$ cat src/rtl/pc_gen_pkg.sv
// Shared fetch-PC definitions: state encoding,
// default boot address and target alignment helper.
package pc_gen_pkg;

    typedef enum logic [1:0] {
        ST_BOOT = 2'd0,
        ST_RUN  = 2'd1,
        ST_HALT = 2'd2
    } state_e;

    localparam logic [31:0] START_ADDR_DEF = 32'h0000_0000;

    // With compressed support only bit 0 must be clear,
    // otherwise targets must be word aligned.
    function automatic logic is_misaligned(
        input logic [1:0] lsb,
        input logic       c_ext
    );
        return c_ext ? lsb[0] : (lsb != 2'b00);
    endfunction

endpackage

$ cat src/rtl/pc_redir_arb.sv
// Fixed-priority redirect picker; channel 0 wins.
// Purely combinational.
module pc_redir_arb #(
    parameter int unsigned N     = 3,
    parameter int unsigned W     = 32,
    parameter int unsigned IDX_W = (N > 1) ? $clog2(N) : 1
) (
    input  logic [N-1:0]     valid_i,
    input  logic [N*W-1:0]   pc_i,
    output logic             hit_o,
    output logic [IDX_W-1:0] idx_o,
    output logic [W-1:0]     tgt_o
);

    // Scan from the lowest priority up so the
    // lowest set index is the last one written.
    always_comb begin
        hit_o = 1'b0;
        idx_o = '0;
        tgt_o = '0;
        for (int k = N - 1; k >= 0; k--) begin
            if (valid_i[k]) begin
                hit_o = 1'b1;
                idx_o = IDX_W'(k);
                tgt_o = pc_i[k*W +: W];
            end
        end
    end

endmodule

$ cat src/rtl/pc_gen.sv
// Next-PC generator: boot/run/halt FSM, prioritised
// redirects, misalign reporting and fetch counter.
module pc_gen
    import pc_gen_pkg::*;
#(
    parameter int unsigned ADDR_W = 32,
    parameter logic [ADDR_W-1:0] START_ADDR =
        ADDR_W'(START_ADDR_DEF),
    parameter int unsigned N_REDIR = 3,
    parameter int unsigned C_EXT   = 0,
    parameter int unsigned STEP    = 4,
    parameter int unsigned CNT_W   = 32
) (
    input  logic                      clk_i,
    input  logic                      rst_i,
    input  logic                      stall_i,
    input  logic                      halt_i,
    input  logic [N_REDIR-1:0]        redir_valid_i,
    input  logic [N_REDIR*ADDR_W-1:0] redir_pc_i,
    input  logic                      req_ready_i,
    output logic                      req_valid_o,
    output logic [ADDR_W-1:0]         pc_o,
    output logic                      flush_o,
    output logic                      misalign_o,
    output logic [ADDR_W-1:0]         badaddr_o,
    output logic [CNT_W-1:0]          fetch_cnt_o
);

    localparam logic C_EXT_EN = (C_EXT != 0);

    state_e              state_q, state_d;
    logic [ADDR_W-1:0]   pc_q, pc_d;
    logic [CNT_W-1:0]    cnt_q, cnt_d;
    logic                flush_q, flush_d;
    logic                mis_q, mis_d;
    logic [ADDR_W-1:0]   bad_q, bad_d;

    logic                redir_hit;
    logic [ADDR_W-1:0]   redir_tgt;
    logic                tgt_bad;

    pc_redir_arb #(
        .N (N_REDIR),
        .W (ADDR_W)
    ) u_arb (
        .valid_i (redir_valid_i),
        .pc_i    (redir_pc_i),
        .hit_o   (redir_hit),
        .idx_o   (),
        .tgt_o   (redir_tgt)
    );

    assign tgt_bad = is_misaligned(redir_tgt[1:0], C_EXT_EN);

    // Request is offered only while running and not stalled.
    assign req_valid_o = (state_q == ST_RUN) && !stall_i;

    // Next-state: redirect beats halt beats stall beats advance.
    always_comb begin
        state_d = state_q;
        pc_d    = pc_q;
        cnt_d   = cnt_q;
        flush_d = 1'b0;
        mis_d   = 1'b0;
        bad_d   = bad_q;
        if (redir_hit) begin
            if (tgt_bad) begin
                mis_d = 1'b1;
                bad_d = redir_tgt;
            end else begin
                pc_d    = redir_tgt;
                flush_d = 1'b1;
                state_d = ST_RUN;
            end
        end else begin
            unique case (state_q)
                ST_BOOT: state_d = ST_RUN;
                ST_RUN: begin
                    if (halt_i) begin
                        state_d = ST_HALT;
                    end else if (req_valid_o && req_ready_i) begin
                        pc_d  = pc_q + ADDR_W'(STEP);
                        cnt_d = cnt_q + CNT_W'(1);
                    end
                end
                ST_HALT: state_d = ST_HALT;
                default: state_d = ST_BOOT;
            endcase
        end
    end

    // State registers with synchronous reset.
    always_ff @(posedge clk_i) begin
        if (rst_i) begin
            state_q <= ST_BOOT;
            pc_q    <= START_ADDR;
            cnt_q   <= '0;
            flush_q <= 1'b0;
            mis_q   <= 1'b0;
            bad_q   <= '0;
        end else begin
            state_q <= state_d;
            pc_q    <= pc_d;
            cnt_q   <= cnt_d;
            flush_q <= flush_d;
            mis_q   <= mis_d;
            bad_q   <= bad_d;
        end
    end

    assign pc_o        = pc_q;
    assign flush_o     = flush_q;
    assign misalign_o  = mis_q;
    assign badaddr_o   = bad_q;
    assign fetch_cnt_o = cnt_q;

endmodule

$ cat config.mk
export PLATFORM = sky130hd
export DESIGN_NAME = pc_gen
export DESIGN_NICKNAME = d
export VERILOG_FILES = /design/src/rtl/pc_gen_pkg.sv /design/src/rtl/pc_redir_arb.sv /design/src/rtl/pc_gen.sv
export SDC_FILE = /design/constraint.sdc
export NUM_CORES = 1
export LEC_CHECK = 0
export ABC_AREA = 1
export CAP_MARGIN = 40
export CORE_MARGIN = 3
export CORE_UTILIZATION = 48
export CTS_BUF_LIST = sky130_fd_sc_hd__clkbuf_2
export CTS_CLUSTER_DIAMETER = 60
export DETAILED_ROUTE_END_ITERATION = 10
export MAX_ROUTING_LAYER = met4
export PLACE_DENSITY_LB_ADDON = 0.25
export RECOVER_POWER = 25
export SYNTH_ARGS = -nofsm -noshare
export SYNTH_HDL_FRONTEND = slang
export SYNTH_HIERARCHICAL = 1
export SYNTH_SLANG_ARGS = --single-unit
$ cat constraint.sdc
create_clock -name clk_i -period 2.5 [get_ports clk_i]
set_input_delay 0.5 -clock clk_i [delete_from_list [all_inputs] [get_ports clk_i]]
set_output_delay 0.5 -clock clk_i [all_outputs]
set_load 0.05 [all_outputs]
==> results.yml <==
status:
  outcome: "finished clean"
timing:
  period_needed_ns: 2.438
  period_share_pct: 97.51
  setup_viol: 0
  worst_slack_ns: 0.06222
  max_clock_freq_mhz: 410.2
  hold_viol_final: 0
  fin_skew_ns: 0.02750
  max_slew_margin_pct: 24.64
  rsz0062_at_grt: "false"
  timing.hold.ws_ns: 0.3254
  maxSlewViolCount: 0
  worstMarginPinSlew_ns: 1.130
pwr:
  power_mw: 3.752
  powerDensity_nw_per_um2: 440.0
  ir_drop_mv: 0.3520
  leakagePower_nw: 3.528
hold_path:
  min_path_type: "input port to register"
final_layout:
  area_growth_pct: 37.26
  antenna_cells: 0
  fin_area_um2: 8527
  fin_nets: 1287
  drive_gt1_share_pct: 7.185
  utilization_pct: 69.26
  final_common_cell: "nand2_1"
  most-common-layout-cells: "305 x nand2_1, 173 x clkdlybuf4s50_1, 149 x nand3_1, 100 x dfxtp_1"
grt:
  grt_pass1_wl_um: 31770
  antenna_found_initial: 0
  grt_overflow: 0
  grt_usage_pct: 27.45
  grt_max_degree: 50
  first_global_vias: 6475
floorplanning:
  core_area_um2: 12310
  start_util_pct: 50.46
  die_h_um: 119.8
  rows: 40
  die_x_um: 119.8
  dieArea_um2: 14340
  ioPinCount: 203
clocking:
  cts_tree: "built"
  cts_buffers: 9
  clock_latency_ns: 0.60
  clk_pin_slew_ns: 0.28
  clkSinkCount: 100
  ctsHtreeMaxLevel: 3
  cts_root_buf: "clkbuf_2"
  ctsLongestPathBuffers: 2
worst_setup_path:
  cp-end-kind: "output port"
  cpMaxStageDelayCell: "clkdlybuf4s50_1"
  setup.worst_path.class: "register to output port"
  worst-path-buf-inv: 1
  cp.arrival_ns: 1.94
  crit_family: "buffers and inverters"
  crit_chain: "clkdlybuf4s50_1"
  cp-start-kind: "register"
  slowest_delay_ns: 0.87
  crit_required_ns: 2.00
  path_max_fanout: 7
synthesis:
  syn_area_um2: 6212
  syn_nets: 1091
  syn_area_per_cell_um2: 6.320
  synth_warnings: 6
  syn_inst: 983
drt:
  drtIter0Drc: 684
  drt_first_pass_iters: 5
  via_per_inst: 5.283
  drc: 0
  num_vias: 7138
  totalWireLength_um: 19480
  wire_per_inst_um: 14.42
  drt.antenna.violating_nets: 0
placed_design:
  port_buffers: 202
  dpl_worst_slack_ns: -0.08288
  dp.final_hpwl_um: 15070
  gp_congestion: 0.9646
  place_area_um2: 8463
job:
  drv_cap: 0
[path summary, 6_finish.rpt]
kind / start / to / slack (ns) / cells past startpoint
worst min-delay path: rst_i / badaddr_o[16] / 0.33 / 2
worst max register to register: state_q[1] / fetch_cnt_o[16] / 0.55 / 11
worst max-delay path: pc_o[11] / pc_o[11] / 0.06 / 1
worst min register to register: pc_o[0] / pc_o[0] / 0.47 / 2
[final cells by class]
class                   count  area [um^2]
fillers                  1159         3785
multi-input cells         769         3608
repair buffers            231         2346
flip-flops and latches    100         2002
inverters                  68        256.5
well taps                 168        210.2
clock inverters             5        53.80
clock buffers              10        50.05
[layer usage]
layer	vias to the layer above	share of wire [%]	global-route usage [%]
li1	3609	-	-
met1	3229	44	35.99
met2	264	47	44.39
met3	36	7.0	4.713
met4	0	2.0	6.800
met5	-	0	-
[repair_timing]
| action | in CTS | in global routing |
|---|---|---|
| buffers inserted | 0 | 0 |
| hold buffers | 0 | 0 |
| cloned | 0 | 0 |
| gates resized for setup | 1 | 25 |
| endpoints found under the setup margin | 1 | 25 |
[metrics by stage]
step | setup TNS (ns) | instances
global route | 0 | 1351
finish | 0 | 1351
detailed placement | -0.9389 | 1336
floorplan | 0 | 983
CTS | 0 | 1351
global placement | -0.1635 | 1336
[flip-flops by register name, summed over array words and instances (netlist names)]
signal       cells
misalign_o       1
pc_o            32
state_q          2
flush_o          1
badaddr_o       32
fetch_cnt_o     32
[power by group]
group          internal (mW)  switching (mW)  total (mW)
sequential              1.69          0.0967        1.79
clock                  0.223           0.551       0.775
combinational          0.470           0.718        1.19
total                   2.39            1.37        3.75
Note: power is estimated with default switching activity, not from simulation.
